===== config.mk =====
export PLATFORM = sky130hd
export DESIGN_NAME = pattern_gen
export DESIGN_NICKNAME = d
export VERILOG_FILES = /design/src/rtl/pattern_gen.sv
export SDC_FILE = /design/constraint.sdc
export NUM_CORES = 1
export LEC_CHECK = 0
export BUFFER_PORTS_ARGS = -buffer_cell sky130_fd_sc_hd__buf_2
export CAP_MARGIN = 40
export CORE_MARGIN = 2
export CORE_UTILIZATION = 49
export CTS_BUF_LIST = sky130_fd_sc_hd__clkbuf_4 sky130_fd_sc_hd__clkbuf_8
export DETAILED_ROUTE_END_ITERATION = 10
export GPL_TIMING_DRIVEN = 0
export PLACE_DENSITY = 0.81
export SLEW_MARGIN = 20
export SYNTH_ARGS = -nofsm -noshare
export SYNTH_HDL_FRONTEND = slang
export SYNTH_SLANG_ARGS = --single-unit
export TNS_END_PERCENT = 5

===== constraint.sdc =====
create_clock -name i_clk -period 1.9 [get_ports i_clk]
set_input_delay 0.095 -clock i_clk [delete_from_list [all_inputs] [get_ports i_clk]]
set_output_delay 0.095 -clock i_clk [all_outputs]
set_load 0.02 [all_outputs]

===== src/rtl/pattern_gen.sv =====
// pattern_gen: video test-pattern generator for an RGB565 panel.
// Takes the timing stream (syncs, data enables and pixel coordinates) and
// drives it back out one clock later with a colour pattern.
// Patterns: BARS, CHECKER, HGRAD, GRID and SOLID.
// A pattern change is requested with i_next and only takes effect on a frame
// tick (falling edge of i_vsync), so a frame is never split.
// Optional feature: define PATTERN_GEN_AUTOCYCLE_EN to step the pattern
// automatically every FRAMES_PER_PATTERN frames.
`timescale 1ns/1ps
module pattern_gen #(
  parameter int H_ACTIVE           = 480,
  parameter int V_ACTIVE           = 272,
  parameter int FRAMES_PER_PATTERN = 60
) (
  input  logic       i_clk,
  input  logic       i_rst_n,
  input  logic       i_hsync,
  input  logic       i_vsync,
  input  logic       i_hde,
  input  logic       i_vde,
  input  logic [8:0] i_x,
  input  logic [8:0] i_y,
  input  logic       i_next,
  output logic       o_hsync,
  output logic       o_vsync,
  output logic       o_de,
  output logic [4:0] o_r,
  output logic [5:0] o_g,
  output logic [4:0] o_b,
  output logic [2:0] o_pattern
);

  localparam logic [2:0] PAT_BARS    = 3'd0;
  localparam logic [2:0] PAT_CHECKER = 3'd1;
  localparam logic [2:0] PAT_HGRAD   = 3'd2;
  localparam logic [2:0] PAT_GRID    = 3'd3;
  localparam logic [2:0] PAT_SOLID   = 3'd4;

  localparam logic [8:0] BAR_W  = 9'(H_ACTIVE / 8);
  localparam logic [8:0] X_LAST = 9'(H_ACTIVE - 1);
  localparam logic [8:0] Y_LAST = 9'(V_ACTIVE - 1);

  localparam logic [15:0] WHITE = 16'hFFFF;
  localparam logic [15:0] BLACK = 16'h0000;

  // SOLID wraps to BARS; the unused codes 5-7 also recover to BARS.
  function automatic logic [2:0] next_pattern(input logic [2:0] p);
    return (p >= PAT_SOLID) ? PAT_BARS : p + 3'd1;
  endfunction

  function automatic logic [15:0] rgb565(input logic [4:0] r, input logic [5:0] g,
                                         input logic [4:0] b);
    return {r, g, b};
  endfunction

  logic [2:0]  pattern_q, pattern_d;
  logic        pending_q, pending_d;
  logic        vsync_prev_q, vsync_prev_d;
  logic        frame_tick;
  logic        manual_adv;
  logic        auto_adv;
  logic        hsync_q, hsync_d;
  logic        vsync_q, vsync_d;
  logic        de_q, de_d;
  logic [15:0] rgb_q, rgb_d;
  logic [15:0] pix;
  logic [8:0]  bar;

  assign frame_tick = vsync_prev_q & ~i_vsync;
  assign manual_adv = frame_tick & (pending_q | i_next);

`ifdef PATTERN_GEN_AUTOCYCLE_EN
  localparam int CNT_W = (FRAMES_PER_PATTERN > 1) ? $clog2(FRAMES_PER_PATTERN) : 1;
  localparam logic [CNT_W-1:0] CNT_LAST = CNT_W'(FRAMES_PER_PATTERN - 1);

  logic [CNT_W-1:0] frame_cnt_q, frame_cnt_d;

  assign auto_adv = frame_tick & (frame_cnt_q == CNT_LAST);

  // Frames shown in the current pattern; any advance restarts the count.
  always_comb begin
    frame_cnt_d = frame_cnt_q;
    if (frame_tick)
      frame_cnt_d = (manual_adv | auto_adv) ? '0 : frame_cnt_q + CNT_W'(1);
  end

  // Frame counter register.
  always_ff @(posedge i_clk or negedge i_rst_n) begin
    if (!i_rst_n) frame_cnt_q <= '0;
    else          frame_cnt_q <= frame_cnt_d;
  end
`else
  assign auto_adv = 1'b0;
`endif

  // Pattern state register with pending request and previous vsync sample.
  always_ff @(posedge i_clk or negedge i_rst_n) begin
    if (!i_rst_n) begin
      pattern_q    <= PAT_BARS;
      pending_q    <= 1'b0;
      vsync_prev_q <= 1'b1;
    end else begin
      pattern_q    <= pattern_d;
      pending_q    <= pending_d;
      vsync_prev_q <= vsync_prev_d;
    end
  end

  // Next state: requests accumulate during a frame and collapse into one step.
  always_comb begin
    pattern_d    = pattern_q;
    pending_d    = pending_q | i_next;
    vsync_prev_d = i_vsync;
    if (frame_tick) begin
      pending_d = 1'b0;
      if (manual_adv | auto_adv) pattern_d = next_pattern(pattern_q);
    end
  end

  // Pixel colour for the current coordinates in the current pattern.
  always_comb begin
    pix = BLACK;
    bar = i_x / BAR_W;
    case (pattern_q)
      PAT_BARS: begin
        if ({1'b0, i_x} < 10'(H_ACTIVE)) begin
          case (bar)
            9'd0:    pix = WHITE;
            9'd1:    pix = rgb565(5'd31, 6'd63, 5'd0);
            9'd2:    pix = rgb565(5'd0, 6'd63, 5'd31);
            9'd3:    pix = rgb565(5'd0, 6'd63, 5'd0);
            9'd4:    pix = rgb565(5'd31, 6'd0, 5'd31);
            9'd5:    pix = rgb565(5'd31, 6'd0, 5'd0);
            9'd6:    pix = rgb565(5'd0, 6'd0, 5'd31);
            default: pix = BLACK;
          endcase
        end
      end
      PAT_CHECKER: pix = (i_x[4] ^ i_y[4]) ? WHITE : BLACK;
      PAT_HGRAD:   pix = rgb565(i_x[8:4], i_x[8:3], i_x[8:4]);
      PAT_GRID:    pix = ((i_x[3:0] == 4'd0) || (i_y[3:0] == 4'd0) ||
                          (i_x == X_LAST) || (i_y == Y_LAST)) ? WHITE : BLACK;
      PAT_SOLID:   pix = WHITE;
      default:     pix = BLACK;
    endcase
  end

  // Output stage inputs: colour is blanked whenever the delayed DE will be low.
  always_comb begin
    hsync_d = i_hsync;
    vsync_d = i_vsync;
    de_d    = i_hde & i_vde;
    rgb_d   = de_d ? pix : BLACK;
  end

  // Single output register stage keeps syncs, DE and colour aligned.
  always_ff @(posedge i_clk or negedge i_rst_n) begin
    if (!i_rst_n) begin
      hsync_q <= 1'b1;
      vsync_q <= 1'b1;
      de_q    <= 1'b0;
      rgb_q   <= BLACK;
    end else begin
      hsync_q <= hsync_d;
      vsync_q <= vsync_d;
      de_q    <= de_d;
      rgb_q   <= rgb_d;
    end
  end

  assign o_hsync   = hsync_q;
  assign o_vsync   = vsync_q;
  assign o_de      = de_q;
  assign o_r       = rgb_q[15:11];
  assign o_g       = rgb_q[10:5];
  assign o_b       = rgb_q[4:0];
  assign o_pattern = pattern_q;

endmodule


==> summary.md <==
| Metric | Value |
|---|---|
| Status | `completed` |
| Power Dens Cells | `1070 nW/um^2` |
| Worst setup margin | `0.138 ns` |
| TritonCTS buffer count | `3` |
| Reg2reg end | `rgb_q[12]` |
| Core ar. | `2210 um^2` |
| Ant. Diodes | `0` |
| Initial antenna violation count | `0` |
| Reg2reg start | `o_pattern[2]` |
| Final Skew | `0.00693 ns` |
| Share of layout cells above drive strength 1 | `0.394` |
| Minimum clock period | `1.76 ns` |
| 1st-iter DRT viols | `12` |
| Max VDD drop | `574 uV` |
| Vias/cell | `5.60` |
| Worst Max-Slew Pin Slew | `0.565 ns` |
| TNS Setup | `0 ns` |
| GPL Wtd Cong | `0.792` |
| # H-tree levels | `1` |
| CTS tree | `done` |
| Die area | `2750 um^2` |
| Mapped Nets | `142` |
| Hold_ws | `0.0419 ns` |
| Clk_lat worst skew | `0.31 ns` |
| Worst EP required | `2.12 ns` |
| Yosys top cell area share | `0.457` |
| Post-place instance area | `1410 um^2` |
| Synth Instances | `112` |
| Synth area leader | `dfrtp_1` |
| Hold crit path type | `in2reg` |
| Overall Global Routing Usage | `0.194` |
| Largest cells by area after synthesis | `dfrtp_1 46%, a31oi_1 9.2%, ha_1 5.4%` |
| Pre-CTS WS | `0.00602 ns` |
| R2R depth | `6` |
| Effective utilization at floorplan | `0.520` |
| Hold Startpoint | `i_vde` |
| Total wire length | `2460 um` |
| Routed Antenna Nets | `0` |
| Port buffer count | `45` |
| Synth unique cells | `37` |
| Max_cap viols | `0` |
| IO Pins | `47` |
| Final Hold Viols | `0` |
| Clk root buf | `clkbuf_4` |
| Cell Int Power | `938 uW` |
| CTS clk-pin slew, worst paths | `0.12 ns` |
| Worst Path Arrival | `1.98 ns` |
| Crit end category | `flip-flop` |
| Vias | `1081` |
| Clock network fraction of total power | `0.132` |
| Die Wd | `52.4 um` |
| P_sw | `668 uW` |
| Final design area excluding fillers | `1500 um^2` |
| Congestion Overflow GR | `0` |
| CP Launch Type | `flip-flop` |
| Rows | `17` |
| Clk sinks | `23` |
| Setup violators final | `0` |
| Reg-to-reg slack, setup | `0.14 ns` |
| Avg Cell Area, Syn | `10.3 um^2` |
| Pleak | `0.753 nW` |
| Crit Path Class | `reg2reg` |
| Vias in the first global route | `955` |
| Fmax | `568 MHz` |
| # DRC | `0` |
| Final HPWL DP | `1920 um` |
| Logic pwr share | `0.468` |
| Synthesized cell area | `1150 um^2` |
| Tcrit/Tclk final | `0.927` |
| Switching power share of the total | `0.416` |
| Nets | `196` |
| Maximum number of pins on one net before global-route repair | `24` |
| Flops & latches, synth | `23` |
| Yosys Warn Count | `0` |
| CTS Buffer Depth | `2` |
| Area delta synth->final | `30.0%` |
| Die Height | `52.4 um` |
| Seq pwr share | `0.400` |
| Drt first pass iters | `5` |
| Hold-critical path endpoint | `o_de` |
| Hold path cells | `2` |
| First-pass GRT wire length | `3970 um` |
| Slew headroom | `0.622` |
| Per-cell routed wire length | `12.8 um` |
| Max-slew violations | `0` |
| Critical path fanouts, max | `10` |
| Register area share after synthesis | `0.503` |
| RSZ-0062 raised after global routing | `no` |
[sequential cells by signal (all words and copies together), names as in the netlist]
| signal | cells |
|---|---|
| o_vsync | 1 |
| o_de | 1 |
| rgb_q | 16 |
| pending_q | 1 |
| o_pattern | 3 |
| o_hsync | 1 |
[per-layer routing]
| layer | up-vias | share of wire | wire (um) | GRT usage |
|---|---|---|---|---|
| met3 | 5 | 0.070 | 173 | 0.0114 |
| met1 | 496 | 0.40 | 989 | 0.233 |
| met5 | - | 0 | 0 | 0 |
| li1 | 531 | - | - | - |
| met4 | 0 | 0.018 | 45 | 0.0983 |
| met2 | 49 | 0.51 | 1260 | 0.346 |
[critical path, stage by stage (launching register included)]
cell,delay (ns)
dfrtp_2,0.47
inv_1,0.15
ha_1,0.22
nand4b_1,0.12
o311a_4,0.36
buf_2,0.19
a31oi_1,0.17
[stage by stage]
step	utilization	cells	power [mW]
2_1_floorplan	-	112	1.14
3_3_place_gp	0.637	185	1.35
3_5_place_dp	0.637	185	1.37
4_1_cts	0.665	192	1.59
5_1_grt	0.676	193	1.73
6_report	0.676	193	1.61
[cells by family (layout without fill, tap and decap cells)]
group | count (synthesis) | in the layout | share of synthesized area
buf+inv | 11 | 64 | 0.0457
flops | 23 | 23 | 0.503
compound gates | 38 | 38 | 0.217
simple gates | 33 | 33 | 0.164
fa+ha+maj | 5 | 5 | 0.0544
xor+xnor | 1 | 1 | 0.00762
mux | 1 | 1 | 0.00871
[area by class of cell]
cell class | count | area (um^2)
clock buffers | 3 | 22.5
repair buffers | 49 | 263
flip-flops and latches | 23 | 579
fillers | 200 | 717
well taps | 28 | 35.0
plain buffers | 6 | 35.0
inverters | 5 | 18.8
clock inverters | 1 | 5.00
multi-input cells | 78 | 537
[cells in the mapped netlist]
cell type   n
and3_2      1
nor2_1      4
nor2b_1     3
o2111ai_2   1
nand4b_1    1
and4_1      1
nor3b_1     1
a211oi_1    1
a41oi_1     1
a22o_1      1
o21ai_0     5
ha_1        5
o2111ai_1   1
nor4_1      3
nand4_1     2
a21oi_1     6
mux2i_1     1
clkbuf_1    1
nand2_1     5
or4b_1      1
nand3_1     5
nand2_2     1
nor3_1      1
xnor2_1     1
o221ai_1    1
buf_4       2
nand2b_1    2
dfrtp_1    21
buf_2       3
o21ai_1     2
dfstp_2     2
o211a_1     1
o311a_1     1
and2_1      1
a31oi_1    17
and2b_1     1
inv_1       5
[cell usage in the layout, fill, tap and decap left out, types with 2 or more instances in the layout]
| cell | synthesis | routed |
|---|---|---|
| a21oi_1 | 6 | 6 |
| a31oi_1 | 17 | 17 |
| buf_2 | 3 | 48 |
| buf_4 | 2 | 3 |
| clkbuf_4 | 0 | 3 |
| dfrtp_1 | 21 | 20 |
| dfstp_2 | 2 | 2 |
| dlygate4sd3_1 | 0 | 3 |
| ha_1 | 5 | 5 |
| inv_1 | 5 | 5 |
| nand2_1 | 5 | 5 |
| nand2b_1 | 2 | 2 |
| nand3_1 | 5 | 5 |
| nand4_1 | 2 | 2 |
| nor2_1 | 4 | 4 |
| nor2b_1 | 3 | 2 |
| nor4_1 | 3 | 3 |
| o21ai_0 | 5 | 5 |
[power by group through the flow]
stage | registers [mW] | logic (mW) | clock network [mW]
floorplan | 0.783 | 0.360 | 0
finish | 0.643 | 0.751 | 0.212
global route | 0.656 | 0.836 | 0.235
CTS | 0.640 | 0.737 | 0.216
detailed placement | 0.650 | 0.722 | 0
global placement | 0.645 | 0.705 | 0
[how the worst max path moves through the flow]
stage                            start         to  slack (ns)
after global placement    o_pattern[1]   rgb_q[9]        0.09
after CTS                 o_pattern[2]  rgb_q[12]        0.09
after global routing      o_pattern[2]  rgb_q[12]        0.04
after detailed placement  o_pattern[0]  rgb_q[12]       0.006
final                     o_pattern[2]  rgb_q[12]        0.14
after floorplan           o_pattern[0]  rgb_q[10]        0.11
[timing repair]
item	4_1_cts	5_1_grt
hold endpoints to repair	23	0
hold buffers	3	0
resized for setup	1	5
setup endpoints to repair	1	15
setup buffers	0	1
pin swaps	0	1
Power figures use the tool's default switching activity.
